$ cat config.mk
export PLATFORM = sky130hd
export DESIGN_NAME = sram_bridge_flat
export DESIGN_NICKNAME = d
export VERILOG_FILES = /design/src/rtl/sram_bridge_pkg.sv /design/src/rtl/sram_bridge_if.sv /design/src/rtl/sram_bridge.sv /design/src/flat_wrapper.sv
export SDC_FILE = /design/constraint.sdc
export NUM_CORES = 1
export LEC_CHECK = 0
export BUFFER_PORTS_ARGS = -buffer_cell sky130_fd_sc_hd__buf_2
export CAP_MARGIN = 20
export CORE_UTILIZATION = 50
export DETAILED_ROUTE_END_ITERATION = 16
export PLACE_DENSITY_LB_ADDON = 0.25
export RECOVER_POWER = 50
export SLEW_MARGIN = 20
export SYNTH_ARGS = -nofsm -noshare
export SYNTH_HDL_FRONTEND = slang
export SYNTH_SLANG_ARGS = --single-unit
$ cat constraint.sdc
create_clock -name sysclock -period 6.9 [get_ports sysclock]
set_clock_uncertainty 0.1 [all_clocks]
set_input_delay 0.69 -clock sysclock [delete_from_list [all_inputs] [get_ports sysclock]]
set_output_delay 0.69 -clock sysclock [all_outputs]
set_load 0.02 [all_outputs]
$ cat src/rtl/sram_bridge_pkg.sv
// Shared types and constants for the 32-bit bus to 16-bit async SRAM bridge.
// Optional feature macro: SRAM_BRIDGE_SKIP_EN (skips halves with no byte lanes selected).
package sram_bridge_pkg;

   localparam int unsigned SRAM_AW = 18;
   localparam int unsigned SRAM_DW = 16;
   localparam int unsigned BUS_AW  = 17;

   // Idle levels of the active-low SRAM control pins
   localparam logic       CTL_INACTIVE = 1'b1;
   localparam logic [1:0] BE_INACTIVE  = 2'b11;

   typedef enum logic [2:0] {
      IDLE,
      HI_SETUP,
      HI_STROBE,
      LO_SETUP,
      LO_STROBE,
      ACK
   } sram_state_t;

endpackage

$ cat src/rtl/sram_bridge_if.sv
// CPU-side bus of the SRAM bridge: the CPU is the master, the bridge the slave.
interface sram_bridge_if;
   import sram_bridge_pkg::*;

   logic [BUS_AW-1:0] adr_i;
   logic [31:0]       dat_i;
   logic [31:0]       dat_o;
   logic              stb_i;
   logic              cyc_i;
   logic              we_i;
   logic [3:0]        sel_i;
   logic              ack_o;

   modport master (
      output adr_i, dat_i, stb_i, cyc_i, we_i, sel_i,
      input  dat_o, ack_o
   );

   modport slave (
      input  adr_i, dat_i, stb_i, cyc_i, we_i, sel_i,
      output dat_o, ack_o
   );

endinterface

$ cat src/rtl/sram_bridge.sv
// Splits each 32-bit bus cycle into two timed 16-bit async SRAM accesses,
// high halfword first, finishing with a one-cycle ack. All SRAM pins are
// registered from the next-state values so they never glitch.
// Optional feature macro: SRAM_BRIDGE_SKIP_EN.
module sram_bridge
   import sram_bridge_pkg::*;
#(
   parameter int unsigned WAIT_CYCLES = 1
) (
   input  logic               sysclock,
   input  logic               rst_i,
   sram_bridge_if.slave       bus,
   output logic [SRAM_AW-1:0] addrbus_out,
   input  logic [SRAM_DW-1:0] databus_in,
   output logic [SRAM_DW-1:0] databus_out,
   output logic [1:0]         be_n,
   output logic               ce_n,
   output logic               oe_n,
   output logic               we_n
);

   localparam logic [3:0] STROBE_LOAD = 4'(WAIT_CYCLES - 1);

   sram_state_t        state_q, state_d;
   logic [3:0]         cnt_q, cnt_d;
   logic [BUS_AW-1:0]  adr_q, adr_d;
   logic [31:0]        dat_q, dat_d;
   logic [3:0]         sel_q, sel_d;
   logic               we_q, we_d;
   logic [31:0]        rdata_q, rdata_d;
   logic [31:0]        dato_q, dato_d;
   logic               ack_q, ack_d;
   logic [SRAM_AW-1:0] addr_q, addr_d;
   logic [SRAM_DW-1:0] dout_q, dout_d;
   logic [1:0]         be_q, be_d;
   logic               ce_q, ce_d;
   logic               oe_q, oe_d;
   logic               wen_q, wen_d;
   logic               accept, hi_run, lo_run;
   logic [1:0]         be_hi, be_lo;

   // Next-state, request latching, read capture and next SRAM pin levels
   always_comb begin
      accept  = (state_q == IDLE) && bus.cyc_i && bus.stb_i;
      adr_d   = accept ? bus.adr_i : adr_q;
      dat_d   = accept ? bus.dat_i : dat_q;
      sel_d   = accept ? bus.sel_i : sel_q;
      we_d    = accept ? bus.we_i  : we_q;
      rdata_d = accept ? '0        : rdata_q;
`ifdef SRAM_BRIDGE_SKIP_EN
      hi_run = |sel_d[3:2];
      lo_run = |sel_d[1:0];
      be_hi  = ~sel_d[3:2];
      be_lo  = ~sel_d[1:0];
`else
      hi_run = 1'b1;
      lo_run = 1'b1;
      be_hi  = we_d ? ~sel_d[3:2] : 2'b00;
      be_lo  = we_d ? ~sel_d[1:0] : 2'b00;
`endif
      state_d = state_q;
      cnt_d   = cnt_q;
      unique case (state_q)
         IDLE: begin
            if (accept) begin
               state_d = hi_run ? HI_SETUP : (lo_run ? LO_SETUP : ACK);
            end
         end
         HI_SETUP: begin
            state_d = HI_STROBE;
            cnt_d   = STROBE_LOAD;
         end
         HI_STROBE: begin
            if (cnt_q == '0) begin
               if (!we_q) rdata_d[31:16] = databus_in;
               state_d = lo_run ? LO_SETUP : ACK;
            end else begin
               cnt_d = cnt_q - 4'd1;
            end
         end
         LO_SETUP: begin
            state_d = LO_STROBE;
            cnt_d   = STROBE_LOAD;
         end
         LO_STROBE: begin
            if (cnt_q == '0) begin
               if (!we_q) rdata_d[15:0] = databus_in;
               state_d = ACK;
            end else begin
               cnt_d = cnt_q - 4'd1;
            end
         end
         ACK: state_d = IDLE;
      endcase
      if ((state_q != IDLE) && !bus.cyc_i) begin
         state_d = IDLE;
         cnt_d   = '0;
      end

      // Pins follow the state being entered; address/be/data only move on SETUP entry
      ack_d  = 1'b0;
      dato_d = dato_q;
      addr_d = addr_q;
      dout_d = dout_q;
      be_d   = be_q;
      ce_d   = CTL_INACTIVE;
      oe_d   = CTL_INACTIVE;
      wen_d  = CTL_INACTIVE;
      case (state_d)
         HI_SETUP: begin
            ce_d   = 1'b0;
            addr_d = {adr_d, 1'b0};
            be_d   = be_hi;
            dout_d = dat_d[31:16];
         end
         LO_SETUP: begin
            ce_d   = 1'b0;
            addr_d = {adr_d, 1'b1};
            be_d   = be_lo;
            dout_d = dat_d[15:0];
         end
         HI_STROBE, LO_STROBE: begin
            ce_d  = 1'b0;
            oe_d  = we_d;
            wen_d = !we_d;
         end
         ACK: begin
            ack_d = 1'b1;
            if (!we_d) dato_d = rdata_d;
         end
         default: ;
      endcase
   end

   // State and registered outputs, asynchronously reset
   always_ff @(posedge sysclock or posedge rst_i) begin
      if (rst_i) begin
         state_q <= IDLE;
         cnt_q   <= '0;
         adr_q   <= '0;
         dat_q   <= '0;
         sel_q   <= '0;
         we_q    <= 1'b0;
         rdata_q <= '0;
         dato_q  <= '0;
         ack_q   <= 1'b0;
         addr_q  <= '0;
         dout_q  <= '0;
         be_q    <= BE_INACTIVE;
         ce_q    <= CTL_INACTIVE;
         oe_q    <= CTL_INACTIVE;
         wen_q   <= CTL_INACTIVE;
      end else begin
         state_q <= state_d;
         cnt_q   <= cnt_d;
         adr_q   <= adr_d;
         dat_q   <= dat_d;
         sel_q   <= sel_d;
         we_q    <= we_d;
         rdata_q <= rdata_d;
         dato_q  <= dato_d;
         ack_q   <= ack_d;
         addr_q  <= addr_d;
         dout_q  <= dout_d;
         be_q    <= be_d;
         ce_q    <= ce_d;
         oe_q    <= oe_d;
         wen_q   <= wen_d;
      end
   end

   assign bus.ack_o   = ack_q;
   assign bus.dat_o   = dato_q;
   assign addrbus_out = addr_q;
   assign databus_out = dout_q;
   assign be_n        = be_q;
   assign ce_n        = ce_q;
   assign oe_n        = oe_q;
   assign we_n        = wen_q;

endmodule

$ cat src/flat_wrapper.sv
// flat-port wrapper written by rule: the top's interface ports become plain ports
module sram_bridge_flat import sram_bridge_pkg::*;
#(
   parameter int unsigned WAIT_CYCLES = 1
)
  (sysclock, rst_i, addrbus_out, databus_in, databus_out, be_n, ce_n, oe_n, we_n, bus_adr_i, bus_dat_i, bus_stb_i, bus_cyc_i, bus_we_i, bus_sel_i, bus_dat_o, bus_ack_o);
  sram_bridge_if bus_i ();
  input  logic sysclock;
  input  logic rst_i;
  output logic [SRAM_AW-1:0] addrbus_out;
  input  logic [SRAM_DW-1:0] databus_in;
  output logic [SRAM_DW-1:0] databus_out;
  output logic [1:0] be_n;
  output logic ce_n;
  output logic oe_n;
  output logic we_n;
  input wire logic [$bits(bus_i.adr_i)-1:0] bus_adr_i;
  input wire logic [$bits(bus_i.dat_i)-1:0] bus_dat_i;
  input wire logic [$bits(bus_i.stb_i)-1:0] bus_stb_i;
  input wire logic [$bits(bus_i.cyc_i)-1:0] bus_cyc_i;
  input wire logic [$bits(bus_i.we_i)-1:0] bus_we_i;
  input wire logic [$bits(bus_i.sel_i)-1:0] bus_sel_i;
  output wire logic [$bits(bus_i.dat_o)-1:0] bus_dat_o;
  output wire logic [$bits(bus_i.ack_o)-1:0] bus_ack_o;
  assign bus_i.adr_i = bus_adr_i;
  assign bus_i.dat_i = bus_dat_i;
  assign bus_i.stb_i = bus_stb_i;
  assign bus_i.cyc_i = bus_cyc_i;
  assign bus_i.we_i = bus_we_i;
  assign bus_i.sel_i = bus_sel_i;
  assign bus_dat_o = bus_i.dat_o;
  assign bus_ack_o = bus_i.ack_o;
  sram_bridge #(.WAIT_CYCLES(WAIT_CYCLES)) u_core (.sysclock(sysclock), .rst_i(rst_i), .bus(bus_i), .addrbus_out(addrbus_out), .databus_in(databus_in), .databus_out(databus_out), .be_n(be_n), .ce_n(ce_n), .oe_n(oe_n), .we_n(we_n));
endmodule
==> run_results.csv <==
group,metric,value,unit
status,outcome,"finished, violations left",
status,failed_checks,"capacitance limit, slew limit",
placed_design,dp_hpwl,9820,um
detailed_routing,drc,0,
final_layout,n_antenna_cell,0,
global_routing,grt_max_degree,114,
yosys,synth_cells,586,
setup_path,slowest_stage,"nor3b_4",
yosys,ys_seq_area_share,59.7,%
sta,rsz0062_at_grt,"no",
setup_path,endpoint_kind,"register",
final_layout,final-instance-count-excl-fill,905,
final_layout,fillers,1117,
floorplanning,ios,146,
floorplanning,die_y,120,um
floorplanning,die_x,120,um
placed_design,placedCellCount,873,
floorplanning,core-area,13400,um2
power,ir_worst_vdd,0.000210,V
setup_path,slowest_delay,0.87,ns
yosys,ys_types,50,
yosys,async_reset_ff_share,100,%
clock_tree,clockBufferDepth,2,
yosys,synth_seq_cells,165,
clock_tree,cts_max_level,4,
floorplanning,die_area,14300,um2
clock_tree,cts_tree,"built",
power,power_leakage,4.13,nW
clock_tree,clk_latency,0.43,ns
yosys,syn_nets,662,
global_routing,grt_pass1_vias,4956,
setup_path,path_max_fanout,32,
floorplanning,start_util,51.7,%
power,p_total,0.00323,W
worst_hold_path,holdCritPathClass,"reg -> reg",
clock_tree,clk_pin_slew,0.06,ns
final_layout,area_delta_synth_final,19.3,%
sta,min_period,3.09,ns
yosys,ys.flop_type,"dfrtp_1",
clock_tree,cts_setup_buffers,0,
sta,setup_viol,0,
setup_path,arrival,3.29,ns
detailed_routing,vias,4929,
clock_tree,numCtsBuffers,17,
global_routing,grtUsageTotal,22.2,%
floorplanning,num_rows,42,
clock_tree,clock-sinks,165,
sta,fin_setup_tns,0,ns
placed_design,port_buffers,145,
setup_path,critical_path_class,"reg -> reg",
yosys,syn_area_per_cell,11.8,um2
setup_path,cp_cell_sequence,"nor3b_4 > nand3_1 > nand3_4 > mux2_2",
placed_design,place_congestion,0.834,
detailed_routing,drtAntennaViolNets,0,
global_routing,antenna_found_initial,0,
global_routing,overflow,0,
clock_tree,cts-root-buf,"clkbuf_16",
sta,max_freq,324,MHz
final_layout,drive_above_1_share,25.8,%
detailed_routing,wl,14800,um
clock_tree,cts_resized,0,
sta,maxSlewViolCount,35,
final_layout,layout.nets,793,
job,drv_cap,1,
detailed_routing,drtIter0Drc,373,
sta,tightest_slew,1.53,ns
yosys,syn_area,6930,um2
setup_path,critPathRequiredTime,7.10,ns
sta,hold_viol,0,
detailed_routing,avgRoutedWirePerCell,16.3,um
global_routing,grt_pass1_wl,24500,um
detailed_routing,avgViaCountPerCell,5.45,
yosys,yosysWarnings,0,
setup_path,critPathLaunchType,"register",
power,p_per_area,390,nW/um2
detailed_routing,firstDrtPassIters,4,
sta,max_slew_margin,-2.88,%
yosys,synth_edf_count,0,
sta,min_period_over_period,44.7,%
clock_tree,cts_hold_buffers,0,
==> layout make-up <==
| cell class | instances | area [um2] | area share, % |
|---|---|---|---|
| multi-input cells | 359 | 2510 | 30.4 |
| inverters | 25 | 95.1 | 1.15 |
| well taps | 176 | 220 | 2.66 |
| repair buffers | 149 | 686 | 8.29 |
| flip-flops and latches | 165 | 4140 | 50.0 |
| clock buffers | 21 | 470 | 5.69 |
| clock inverters | 10 | 153 | 1.85 |
==> power breakdown <==
group / switching, W / internal (W)
sequential: 0.000139 / 0.00126
combinational: 0.000523 / 0.000319
clock: 0.000361 / 0.000629
==> cells by family after synthesis <==
logic type               count (synthesis)  share of synthesized area (%)
AO/OA/AOI/OAI                          128                           11.9
XOR/XNOR                                 1                          0.126
adder cells (fa/ha/maj)                  2                          0.361
buffers and inverters                   62                           4.19
flip-flops                             165                           59.7
multiplexers                            84                           13.9
AND/OR/NAND/NOR                        144                           9.84
==> layout by cell type, fill, tap and decap left out, types with 2 or more instances in the layout <==
cell	count
clkinv_2	5
clkbuf_1	73
buf_4	3
dfrtp_1	160
mux2_4	10
mux2_1	6
a31oi_1	15
inv_1	23
nand3_1	18
o21ai_0	38
a21oi_1	25
and2_1	2
buf_2	73
nand2_1	78
clkbuf_16	17
nor3_1	4
a22o_1	16
o31ai_1	2
a21o_1	17
o21a_1	4
ha_1	2
dfstp_2	5
nor2_1	21
mux2i_1	17
or3_1	5
mux2_2	51
clkbuf_8	3
bufinv_16	4
o211ai_1	5
==> per-layer routing <==
metal	routed length, um	track usage (%)	part of all wire [%]
met2	7400	35.9	50
met5	0	0	0
met4	276	8.83	1.9
met1	6320	28.7	43
met3	796	5.47	5.4
==> worst max-delay path: cells and delay by family, from the launching register on <==
| family | cells | cell delay, ns |
|---|---|---|
| DFF | 1 | 0.58 |
| muxes | 1 | 0.40 |
| and+or+nand+nor | 3 | 1.87 |
==> flip-flops by register name (all words and copies together) (netlist names), 2 cells and up <==
register and flops:
u_core.bus.dat_o 32, u_core.dat_q 32, u_core.rdata_q 32, u_core.addrbus_out 18, u_core.adr_q 17, u_core.databus_out 16, u_core.cnt_q 4, u_core.sel_q 4
u_core.state_q 3, u_core.be_n 2
==> cells in the mapped netlist, drive strengths merged (2+ instances only) <==
master  instances  share of area [%]
mux2           67                 11
clkbuf         14               0.76
o31ai           2               0.22
a22o           16                2.0
nor3b           2               0.45
buf            23                2.1
nand4           2               0.27
ha              2               0.36
a31oi          15                1.4
dfstp           5                1.9
mux2i          17                2.5
or3             5               0.45
or3b            2               0.29
o211ai          5               0.54
a21o           17                1.8
nand3          19                1.6
nand2          79                4.3
and2            2               0.18
o21a            4               0.43
dfrtp         160                 58
a21oi          25                1.8
nor2           22                1.2
nor3            4               0.29
o21ai          40                3.1
inv            25                1.4
==> final timing paths <==
check | from | end | slack (ns) | cells after the start
max in group asynchronous | rst_i | u_core.we_q$_DFF_PP0_ | 4.51 | 4
max reg2reg | u_core.state_q[2]$_DFF_PP0_ | u_core.bus.dat_o[24]$_DFFE_PP0P_ | 3.81 | 4
min | u_core.dat_q[4]$_DFF_PP0_ | u_core.dat_q[4]$_DFF_PP0_ | 0.37 | 2
min in group asynchronous | rst_i | u_core.adr_q[7]$_DFF_PP0_ | 0.52 | 2
max | u_core.state_q[2]$_DFF_PP0_ | u_core.bus.dat_o[24]$_DFFE_PP0P_ | 3.81 | 4
min reg2reg | u_core.dat_q[4]$_DFF_PP0_ | u_core.dat_q[4]$_DFF_PP0_ | 0.37 | 2
==> per-stage QoR <==
step / hold WS [ns] / setup WS [ns] / area [um2] / util, %
after floorplan: 0.338 / 1.66 / 6930 / -
final: 0.367 / 3.81 / 8270 / 61.7
after global placement: 0.352 / 3.53 / 7720 / 57.6
after global routing: 0.357 / 3.61 / 8270 / 61.7
after CTS: 0.353 / 3.71 / 8340 / 62.2
after detailed placement: 0.358 / 3.45 / 7720 / 57.6
(Power assumes the default switching activity.)
